## config.mk

```make
export PLATFORM = sky130hd
export DESIGN_NAME = alu_deframer_flat
export DESIGN_NICKNAME = d
export VERILOG_FILES = /design/src/rtl/alu_pkg.sv /design/src/rtl/alu_deframer_if.sv /design/src/rtl/alu_deframer_buf.sv /design/src/rtl/alu_deframer.sv /design/src/flat_wrapper.sv
export SDC_FILE = /design/constraint.sdc
export NUM_CORES = 1
export LEC_CHECK = 0
export ABC_AREA = 1
export CELL_PAD_IN_SITES_DETAIL_PLACEMENT = 0
export CELL_PAD_IN_SITES_GLOBAL_PLACEMENT = 1
export CORE_MARGIN = 2
export CORE_UTILIZATION = 46
export CTS_CLUSTER_DIAMETER = 100
export DETAILED_ROUTE_END_ITERATION = 6
export HOLD_SLACK_MARGIN = 0.1
export PLACE_DENSITY_LB_ADDON = 0.1
export SLEW_MARGIN = 20
export SYNTH_ARGS = -nofsm -noshare
export SYNTH_HDL_FRONTEND = slang
export SYNTH_SLANG_ARGS = --single-unit
```

## constraint.sdc

```tcl
create_clock -name clk -period 4.43 [get_ports clk]
set_input_delay 0.6645 -clock clk [delete_from_list [all_inputs] [get_ports clk]]
set_output_delay 0.6645 -clock clk [all_outputs]
set_load 0.02 [all_outputs]
```

## src/rtl/alu_pkg.sv

```systemverilog
// rtl/alu_pkg.sv - shared widths and deframer state encoding
package alu_pkg;

    localparam int ALU_DATA_W  = 32;
    localparam int FRAME_LEN_W = 5;

    typedef enum logic [2:0] {
        IDLE,
        REQ,
        WAIT,
        RECV,
        DONE
    } dfr_state_t;

endpackage

```

## src/rtl/alu_deframer_if.sv

```systemverilog
// rtl/alu_deframer_if.sv - consumer-side request and replay stream bundle
interface alu_deframer_if;
    import alu_pkg::*;

    logic [FRAME_LEN_W-1:0] req_len;
    logic                   req_val;
    logic                   req_rdy;
    logic [ALU_DATA_W-1:0]  out_data;
    logic                   out_val;
    logic                   out_last;
    logic                   out_rdy;

    modport master (
        output req_len, req_val, out_rdy,
        input  req_rdy, out_data, out_val, out_last
    );

    modport slave (
        input  req_len, req_val, out_rdy,
        output req_rdy, out_data, out_val, out_last
    );

endinterface

```

## src/rtl/alu_deframer_buf.sv

```systemverilog
// rtl/alu_deframer_buf.sv - commit/rollback word buffer with registered head
module alu_deframer_buf
    import alu_pkg::*;
#(
    parameter  int DEPTH = 32,
    localparam int AW    = $clog2(DEPTH),
    localparam int PW    = AW + 1
) (
    input  logic                  clk,
    input  logic                  rst_n,
    input  logic                  wr_en,
    input  logic [ALU_DATA_W-1:0] wr_data,
    input  logic                  wr_last,
    input  logic                  commit,
    input  logic                  rollback,
    input  logic                  pop,
    output logic [PW-1:0]         free,
    output logic [ALU_DATA_W-1:0] head_data,
    output logic                  head_last,
    output logic                  head_val
);

    logic [ALU_DATA_W:0] mem [DEPTH];
    logic [PW-1:0]       wptr, cptr, rptr;
    logic [PW-1:0]       cptr_nxt, rptr_nxt, cnt;
    logic                full, wr_ok, cmt_empty;

    assign cnt      = wptr - rptr;
    assign free     = PW'(DEPTH) - cnt;
    assign full     = (wptr[AW] != rptr[AW]) && (wptr[AW-1:0] == rptr[AW-1:0]);
    assign wr_ok    = wr_en && !full && !rollback;
    assign cptr_nxt = commit ? wptr : cptr;
    assign rptr_nxt = rptr + PW'(pop && head_val);
    // Head is refetched every cycle from the post-pop pointer, so a stalled
    // word is simply re-read from a location that cannot yet be overwritten.
    assign cmt_empty = (cptr_nxt == rptr_nxt);

    always_ff @(posedge clk) begin
        if (wr_ok) begin
            mem[wptr[AW-1:0]] <= {wr_last, wr_data};
        end
    end

    always_ff @(posedge clk or negedge rst_n) begin
        if (!rst_n) begin
            wptr      <= '0;
            cptr      <= '0;
            rptr      <= '0;
            head_val  <= 1'b0;
            head_data <= '0;
            head_last <= 1'b0;
        end else begin
            if (rollback) begin
                wptr <= cptr;
            end else if (wr_ok) begin
                wptr <= wptr + PW'(1);
            end
            cptr     <= cptr_nxt;
            rptr     <= rptr_nxt;
            head_val <= !cmt_empty;
            if (!cmt_empty) begin
                head_data <= mem[rptr_nxt[AW-1:0]][ALU_DATA_W-1:0];
                head_last <= mem[rptr_nxt[AW-1:0]][ALU_DATA_W];
            end else begin
                head_data <= '0;
                head_last <= 1'b0;
            end
        end
    end

endmodule

```

## src/rtl/alu_deframer.sv

```systemverilog
// rtl/alu_deframer.sv - requests frames from the framer and replays them on a stream
module alu_deframer
    import alu_pkg::*;
#(
    parameter int DEPTH   = 32,
    parameter int TIMEOUT = 255
) (
    input  logic                   clk,
    input  logic                   rst_n,
    alu_deframer_if.slave          cns,
    output logic [FRAME_LEN_W-1:0] frame_len,
    output logic                   frame_len_val,
    input  logic                   frame,
    input  logic [ALU_DATA_W-1:0]  frame_data,
    output logic                   err_len,
    output logic                   err_timeout,
    output logic                   busy
);

    localparam int PW = $clog2(DEPTH) + 1;
    localparam int TW = $clog2(TIMEOUT + 1);

    dfr_state_t             state, state_nxt;
    logic                   frame_r;
    logic [ALU_DATA_W-1:0]  data_r;
    logic [FRAME_LEN_W-1:0] exp_len, rcv, rcv_inc;
    logic [TW-1:0]          tcnt;
    logic                   run, stray_q;
    logic [PW-1:0]          free;
    logic                   req_rdy, accept, tmo_hit, last_hit;
    logic                   wr_en, wr_last, commit, rollback, stray;

    assign rcv_inc  = rcv + FRAME_LEN_W'(1);
    assign last_hit = (rcv_inc == exp_len);
    assign tmo_hit  = (tcnt == TW'(TIMEOUT));
    assign accept   = cns.req_val && req_rdy;

    always_ff @(posedge clk or negedge rst_n) begin
        if (!rst_n) begin
            state <= IDLE;
        end else begin
            state <= state_nxt;
        end
    end

    always_comb begin
        state_nxt = state;
        case (state)
            IDLE: if (accept && cns.req_len != '0) state_nxt = REQ;
            REQ:  state_nxt = WAIT;
            WAIT: begin
                if (frame_r) begin
                    state_nxt = (exp_len == FRAME_LEN_W'(1)) ? DONE : RECV;
                end else if (tmo_hit) begin
                    state_nxt = IDLE;
                end
            end
            RECV: begin
                if (!frame_r) begin
                    state_nxt = IDLE;
                end else if (last_hit) begin
                    state_nxt = DONE;
                end
            end
            DONE:    state_nxt = IDLE;
            default: state_nxt = IDLE;
        endcase
    end

    always_comb begin
        req_rdy       = 1'b0;
        frame_len     = '0;
        frame_len_val = 1'b0;
        busy          = (state != IDLE);
        wr_en         = 1'b0;
        wr_last       = 1'b0;
        commit        = 1'b0;
        rollback      = 1'b0;
        stray         = 1'b0;
        case (state)
            IDLE: begin
                // run keeps req_rdy low through reset and its release cycle
                req_rdy = run && (free >= PW'(cns.req_len));
                stray   = frame_r;
            end
            REQ: begin
                frame_len_val = 1'b1;
                frame_len     = exp_len;
                stray         = frame_r;
            end
            WAIT: begin
                wr_en   = frame_r;
                wr_last = (exp_len == FRAME_LEN_W'(1));
            end
            RECV: begin
                wr_en    = frame_r;
                wr_last  = last_hit;
                rollback = !frame_r;
            end
            DONE: begin
                commit = 1'b1;
                stray  = frame_r;
            end
            default: ;
        endcase
    end

    always_ff @(posedge clk or negedge rst_n) begin
        if (!rst_n) begin
            run         <= 1'b0;
            frame_r     <= 1'b0;
            data_r      <= '0;
            exp_len     <= '0;
            rcv         <= '0;
            tcnt        <= '0;
            stray_q     <= 1'b0;
            err_len     <= 1'b0;
            err_timeout <= 1'b0;
        end else begin
            run     <= 1'b1;
            frame_r <= frame;
            data_r  <= frame_data;
            if (state == IDLE && accept) begin
                exp_len <= cns.req_len;
            end
            if (state == WAIT && frame_r) begin
                rcv <= FRAME_LEN_W'(1);
            end else if (state == RECV && frame_r) begin
                rcv <= rcv_inc;
            end
            if (state == REQ) begin
                tcnt <= '0;
            end else if (state == WAIT) begin
                tcnt <= tcnt + TW'(1);
            end
            // One error per contiguous burst of dropped words
            stray_q     <= stray;
            err_len     <= rollback || (stray && !stray_q);
            err_timeout <= (state == WAIT) && !frame_r && tmo_hit;
        end
    end

    alu_deframer_buf #(.DEPTH(DEPTH)) u_buf (
        .clk       (clk),
        .rst_n     (rst_n),
        .wr_en     (wr_en),
        .wr_data   (data_r),
        .wr_last   (wr_last),
        .commit    (commit),
        .rollback  (rollback),
        .pop       (cns.out_rdy),
        .free      (free),
        .head_data (cns.out_data),
        .head_last (cns.out_last),
        .head_val  (cns.out_val)
    );

    assign cns.req_rdy = req_rdy;

endmodule

```

## src/flat_wrapper.sv

```systemverilog
// flat-port wrapper written by rule: the top's interface ports become plain ports
module alu_deframer_flat import alu_pkg::*;
#(
    parameter int DEPTH   = 32,
    parameter int TIMEOUT = 255
)
  (clk, rst_n, frame_len, frame_len_val, frame, frame_data, err_len, err_timeout, busy, cns_req_len, cns_req_val, cns_out_rdy, cns_req_rdy, cns_out_data, cns_out_val, cns_out_last);
  alu_deframer_if cns_i ();
  input  logic clk;
  input  logic rst_n;
  output logic [FRAME_LEN_W-1:0] frame_len;
  output logic frame_len_val;
  input  logic frame;
  input  logic [ALU_DATA_W-1:0] frame_data;
  output logic err_len;
  output logic err_timeout;
  output logic busy;
  input wire logic [$bits(cns_i.req_len)-1:0] cns_req_len;
  input wire logic [$bits(cns_i.req_val)-1:0] cns_req_val;
  input wire logic [$bits(cns_i.out_rdy)-1:0] cns_out_rdy;
  output wire logic [$bits(cns_i.req_rdy)-1:0] cns_req_rdy;
  output wire logic [$bits(cns_i.out_data)-1:0] cns_out_data;
  output wire logic [$bits(cns_i.out_val)-1:0] cns_out_val;
  output wire logic [$bits(cns_i.out_last)-1:0] cns_out_last;
  assign cns_i.req_len = cns_req_len;
  assign cns_i.req_val = cns_req_val;
  assign cns_i.out_rdy = cns_out_rdy;
  assign cns_req_rdy = cns_i.req_rdy;
  assign cns_out_data = cns_i.out_data;
  assign cns_out_val = cns_i.out_val;
  assign cns_out_last = cns_i.out_last;
  alu_deframer #(.DEPTH(DEPTH), .TIMEOUT(TIMEOUT)) u_core (.clk(clk), .rst_n(rst_n), .cns(cns_i), .frame_len(frame_len), .frame_len_val(frame_len_val), .frame(frame), .frame_data(frame_data), .err_len(err_len), .err_timeout(err_timeout), .busy(busy));
endmodule
```

==> results of run 1 <==
-- kinds of logic (layout without fill, tap and decap cells) --
group                      count (synthesis)  after routing
and+or+nand+nor                         2076           2076
buffers and inverters                    289            472
adders and majority gates                 23             23
DFF                                     1166           1166
other                                      1              1
xor gates and xnor gates                  16             16
AOI/OAI and AO/OA                        338            338
-- worst max-delay path, cell delays in order, from the launching register on --
cell      delay (ns)
dfrtp_1         0.40
inv_2           0.08
ha_1            0.31
ha_1            0.22
fa_1            0.47
xor2_1          0.19
ha_1            0.29
and3_1          0.19
a21oi_1         0.16
nand3_1         0.12
nand2_1         0.08
nor2_1          0.06
clkbuf_2        0.17
-- layout make-up --
type                    count  area (um2)
repair buffers            185        2060
inverters                  61         251
flip-flops and latches   1166       34500
clock inverters            58         629
well taps                1298        1620
fillers                  8539       46500
multi-input cells        2454       11200
clock buffers             168        3400
-- routing by layer --
layer,track usage,up-vias,part of all wire
li1,-,13893,-
met1,0.373,14823,0.44
met2,0.409,1040,0.47
met3,0.0335,185,0.064
met4,0.0623,2,0.022
met5,0,-,0.000053
-- registers in the layout (all words and copies together), names as in the netlist, 3 cells and up --
name                    flops
u_core.data_r              32
u_core.tcnt                 8
u_core.exp_len              5
u_core.rcv                  5
u_core.u_buf.mem         1056
u_core.u_buf.cptr           6
u_core.u_buf.head_data     32
u_core.state                3
u_core.u_buf.wptr           6
u_core.u_buf.rptr           6
-- cells in the mapped netlist (all sizes together), types with 2 or more instances --
cell type	number	area [um2]
clkbuf	155	582
a211oi	2	15.0
nand3	622	3110
a22oi	33	248
buf	73	353
nor2	96	373
nor3	6	30.0
a21oi	208	1040
nand4	4	25.0
o22ai	4	25.0
o21ai	87	439
nand3b	2	15.0
edfxtp	1056	31700
nand2	1343	5040
dfrtp	110	2750
ha	22	275
inv	60	225
xor2	15	146
-- path summary, 6_finish.rpt --
kind,start,endpoint,slack (ns)
min reg2reg,u_core.stray_q,u_core.err_len,0.47
max,u_core.u_buf.wptr[1],cns_req_rdy,0.32
max reg2reg,u_core.u_buf.wptr[4],u_core.u_buf.mem[3][1],1.05
max in group asynchronous,rst_n,u_core.data_r[25],2.84
min in group asynchronous,rst_n,u_core.frame_r,0.50
min,frame_data[8],u_core.data_r[8],0.39
-- report_power, final --
part / leakage, uW / switching, uW / internal (uW)
registers: 0.0108 / 492 / 12700
logic: 0.00679 / 12100 / 5330
clock network: 0.00199 / 4190 / 6080
-- per-stage QoR --
step	hold slack, ns	worst slack, ns	util	power [uW]	instances
floorplan	0.369	0.137	-	24600	3909
global route	0.364	0.0861	0.535	43500	5390
detailed placement	0.461	0.589	0.495	30900	5160
global placement	0.448	0.595	0.495	30900	5160
finish	0.395	0.321	0.535	40900	5390
CTS	0.347	0.0833	0.535	41100	5387
-- cell usage in the layout, fill, tap and decap left out, types with 20 or more instances in the layout --
cell | netlist | final
nand2_1 | 1343 | 1343
edfxtp_1 | 1056 | 1056
nand3_1 | 622 | 622
a21oi_1 | 207 | 206
clkbuf_16 | 0 | 124
dfrtp_1 | 110 | 108
o21ai_0 | 83 | 83
clkdlybuf4s50_1 | 0 | 83
nor2_1 | 93 | 62
buf_4 | 1 | 62
inv_1 | 57 | 54
buf_12 | 0 | 36
a22oi_1 | 33 | 33
nor2_4 | 1 | 32
clkbuf_1 | 155 | 31
clkinv_2 | 0 | 28
ha_1 | 22 | 20
-- repair_timing --
action / CTS / global route
setup buffers: 0 / 2
setup endpoints to repair: 1 / 1
endpoints found under the hold margin: 37 / 0
hold buffers: 1 / 0
gates resized for setup: 1 / 4
==> metrics.yaml, run 1 <==
drt_pre_antenna_iters: 6
coreArea_um2: 100000
first_iter_violations: 2926
syn_to_final_growth_pct: 15.3
worstSetupPathType: "reg2out"
fin_crit_ns: 4.11
antenna_found_initial: 2
clock-skew-final_ns: 0.0147
start_util: 0.464
avgSynthCellArea_um2: 11.9
wirelength_mm: 132
synthArstFlopShare: 0.0943
die_x_um: 322
ys.flop_type: "edfxtp_1"
via_per_inst: 5.56
route.detailed.drc: 0
status: "finished clean"
fmax_mhz: 243
place_congestion: 0.777
synth-compound-area-share: 0.0388
relSlewSlack: 0.268
endpoint_kind: "output pin"
grt_pass1_wl_mm: 193
pin_count: 86
finalSetupTns_ns: 0
dieArea_um2: 104000
setup_viol: 0
worstPathArrival_ns: 3.44
syn_nets: 3974
critPathMaxFanout: 5
rsz0062_at_grt: "no"
synth_xor_area_frac: 0.00334
cts_tree: "done"
period_share: 0.928
grt_max_degree: 157
post_drt_wl_per_cell_um: 24.5
drive_gt1_frac: 0.0816
cts.clk_slew.worst_paths_ns: 0.06
portBuffers: 85
maxCapViolCount: 0
synth_seq_cells: 1166
yosysSeqAreaShare: 0.741
nets: 4054
netlist_instances: 3909
cts_root_buf: "clkbuf_16"
synthMuxAreaShare: 0
ir_drop_uv: 777
synth_top_family_by_area: "simple AND/OR/NAND/NOR gates"
leakage_uw: 0.0196
hold_viol: 0
cts_made_buffers: 121
fp.dieH_um: 322
yosys.area_share.simple: 0.185
core.rowCount: 116
tightest_slew_ns: 1.10
slew_violations: 0
whs_path_depth: 1
insertion_delay_ns: 0.71
synth_edf_count: 1056
cp.required_ns: 3.77
hpwl_mm: 65.4
reg2regPathDepth: 8
cts_max_path_buffers: 3
synth.distinct_cells: 39
yosys_warnings: 0
grt_remaining_overflow: 0
htree_levels: 3
start_kind: "register"
antenna_left: 0
final_area_um2: 53600
vias: 29943
p_per_area_nw_per_um2: 763
synth_fa_ha_area_frac: 0.00635
antenna_cells: 0
grt_pass1_vias: 28248
hold_class: "in2reg"
post_dp_cell_area_um2: 49500
synth_area_um2: 46500
grt_use_total: 0.256
cts.sinks: 1166
(Power assumes the default switching activity.)
==> run 2: changes to the inputs <==
Settings changed: PLACE_DENSITY from default to 0.79, PLACE_DENSITY_LB_ADDON 0.1 to default, SYNTH_HIERARCHICAL from default to 1.
==> run 2 against run 1 <==
Clock skew grew 0.027 ns. Fmax shrank 0.41%. Combinational power shrank 18%. Largest power group unchanged. Critical path depth grew 2. Sequential cell count is the same. Highest routed layer is now met4. Cell count grew 1.2%. Worst hold slack gained 0.026 ns.
==> metrics.yaml, run 2 <==
mostFrequentLayoutCells: "1323 x nand2_1, 1056 x edfxtp_1, 956 x nand3_1"
drive_gt1_frac: 0.0844  # +0.00281
fmax_mhz: 242  # -0.41%
wl_met1_mm: 53.9  # -8.2%
synth_seq_cells: 1166  # unchanged
cts_root_buf: "clkbuf_16"
routed.top_layer: "met4"
netlist_instances: 3935  # +0.67%
ys.flop_type: "edfxtp_1"
syn_nets: 4000  # +0.65%
placed_cells: 5241  # +1.6%
critPathMaxFanout: 6  # +1
leakage_uw: 0.0194  # -0.97%
vias: 30398  # +1.5%
via_per_inst: 5.57  # +0.29%
wl_met3_mm: 7.92  # -7.1%
drt_pre_antenna_iters: 6  # unchanged
worst_slack_ns: 0.304  # -0.0169 ns
insertion_delay_ns: 0.70  # about the same
htree_levels: 3  # unchanged
endpoint_kind: "output pin"
die_x_um: 323  # +0.25%
cts.clk_slew.worst_paths_ns: 0.06  # about the same
final_cells: 5456  # +1.2%
worstPathArrival_ns: 3.46  # +0.02 ns
post_drt_wl_per_cell_um: 23.1  # -5.9%
portBuffers: 85  # unchanged
yosysMostFrequentCell: "nand2_1"
hpwl_mm: 65.6  # +0.26%
maxCapViolCount: 0  # unchanged
nets: 4065  # +0.27%
cp.required_ns: 3.77  # about the same
avgSynthCellArea_um2: 11.9  # -0.15%
clock_power_share: 0.264  # +0.013
finalSetupTns_ns: 0  # unchanged
pin_count: 86  # unchanged
grt_pass1_wl_mm: 188  # -2.7%
antenna_left: 0  # unchanged
grt_remaining_overflow: 0  # unchanged
fp.dieH_um: 323  # +0.25%
rsz0062_at_grt: "no"
place_congestion: 0.808  # +3.9%
swShare: 0.392  # -0.0181
route.detailed.drc: 0  # unchanged
place_ws_ns: 0.728  # +0.139 ns
synthArstFlopShare: 0.0943  # unchanged
status: "finished clean"
ys_top_cells_by_area: "edfxtp_1 68%, nand2_1 11%, nand3_1 10%"
fin_crit_ns: 4.13  # +0.0169 ns
wirelength_mm: 126  # -4.7%
cts_made_buffers: 113  # -6.6%
syn_to_final_growth_pct: 14.3
postCtsSetupRepairBufs: 0  # unchanged
synth_edf_count: 1056  # unchanged
netSwitchingPower_uw: 14500  # -14%
p_per_area_nw_per_um2: 691  # -9.3%
tightest_slew_ns: 1.07  # -0.0254 ns
relSlewSlack: 0.285  # +0.0169
final_common_cell: "nand2_1"
coreArea_um2: 100000  # +0.29%
setup_viol: 0  # unchanged
grt_use_total: 0.243  # -0.0132
ys_top_cells_by_count: "1324 x nand2_1, 1056 x edfxtp_1, 956 x nand3_1"
synth_top_area_share: 0.678  # -0.00349
antenna_found_initial: 0  # -2
core.rowCount: 116  # unchanged
slew_violations: 0  # unchanged
cts_tree: "done"
dieArea_um2: 104000  # +0.51%
comb_power_share: 0.384  # -0.042
start_util: 0.465  # +0.00104
hold_class: "in2reg"
hold_viol: 0  # unchanged
yosys.area.top_type: "edfxtp_1"
synth.distinct_cells: 35  # -10%
clock-skew-final_ns: 0.0418  # +0.0270 ns
period_share: 0.931  # +0.00382
yosys_warnings: 6  # +6
cts_max_path_buffers: 3  # unchanged
cts.sinks: 1166  # unchanged
yosysSeqAreaShare: 0.737  # -0.00379
total_power_uw: 36900  # -9.7%
grt_max_degree: 169  # +7.6%
first_iter_violations: 3045  # +4.1%
fillers: 8400  # -1.6%
synth_area_um2: 46700  # +0.51%
seqPwrFrac: 0.352  # +0.029
start_kind: "register"
routed-wl-met2_mm: 61.2  # -1.4%
grt_pass1_vias: 29094  # +3.0%
worstSetupPathType: "reg2out"
ir_drop_uv: 672  # -14%
largest_reg_flops: 1056  # unchanged
p_int_uw: 22400  # -6.9%
==> run 2: changes by cell type in the layout (fill, tap and decap cells not counted), moves of 7 or more <==
cell / delta
xor2_1: -7
nor2_1: -8
inv_2: +9
a21oi_1: -198
clkbuf_16: -11
nand3_1: +334
a22oi_1: -33
nand2_1: -20
o21ai_0: -70
==> run 2: final cells by class <==
class	count	area [um2]	area share
diodes	1	2.50	0.0000469
clock buffers	150	3080	0.0576
clock inverters	63	733	0.0137
inverters	68	278	0.00520
multi-input cells	2471	11200	0.209
flip-flops and latches	1166	34500	0.645
well taps	1357	1700	0.0318
repair buffers	180	1970	0.0368
==> run 2: per-layer routing <==
metal,GRT usage,vias to the layer above
li1,-,13926
met4,0.0698,0
met1,0.342,15182
met3,0.0260,183
met5,0,-
met2,0.401,1107
==> run 2: final timing paths <==
check                                     startpoint                         end  slack (ns)  depth (start not counted)
max in group asynchronous                      rst_n  u_core/u_buf/head_data[22]        2.91                          3
worst min-delay path                  frame_data[10]           u_core/data_r[10]        0.42                          1
min in group asynchronous                      rst_n           u_core/data_r[18]        0.59                          2
worst max-delay path            u_core/u_buf/wptr[1]                 cns_req_rdy        0.30                         14
worst min register to register        u_core/stray_q              u_core/err_len        0.47                          1
worst max register to register  u_core/u_buf/wptr[2]    u_core/u_buf/mem[27][28]        0.97                         10
==> run 2: timing repair <==
item	4_1_cts	5_1_grt
setup endpoints to repair	1	1
hold buffers	1	0
resized for setup	1	2
hold endpoints to repair	58	0
==> run 2: worst max-delay path, stage by stage (launching register included) <==
cell           delay (ns)
dfrtp_1              0.44
inv_1                0.11
ha_1                 0.31
ha_1                 0.16
inv_1                0.06
fa_1                 0.46
xnor2_1              0.15
ha_1                 0.29
nand2_1              0.05
nor3_1               0.14
nand2_1              0.07
nand2_1              0.09
nand2_1              0.05
nor2_1               0.08
dlygate4sd2_1        0.34
==> run 2: power by group through the flow <==
stage / sequential, uW / clock [uW] / combinational, uW
2_1_floorplan: 13200 / 0 / 9300
3_3_place_gp: 13200 / 0 / 14000
3_5_place_dp: 13200 / 0 / 14100
4_1_cts: 13000 / 9900 / 14200
5_1_grt: 13000 / 10300 / 15600
6_report: 13000 / 9760 / 14200
==> run 2: cell families (layout without fill, tap and decap cells) <==
kind of cell	Yosys count	count (layout)	synth area share
AO/OA/AOI/OAI	42	42	0.00533
XOR/XNOR	7	7	0.00131
adder cells (fa/ha/maj)	23	23	0.00632
buffers and inverters	298	461	0.0294
flip-flops	1166	1166	0.737
other	1	2	0.0000802
AND/OR/NAND/NOR	2398	2398	0.220
==> run 2: through the flow <==
step	cell area (um2)	hold slack (ns)	utilization
after floorplan	46700	0.369	-
after global placement	49600	0.451	0.494
after detailed placement	49600	0.470	0.494
after CTS	53400	0.385	0.532
after global routing	53400	0.404	0.532
final	53400	0.421	0.532
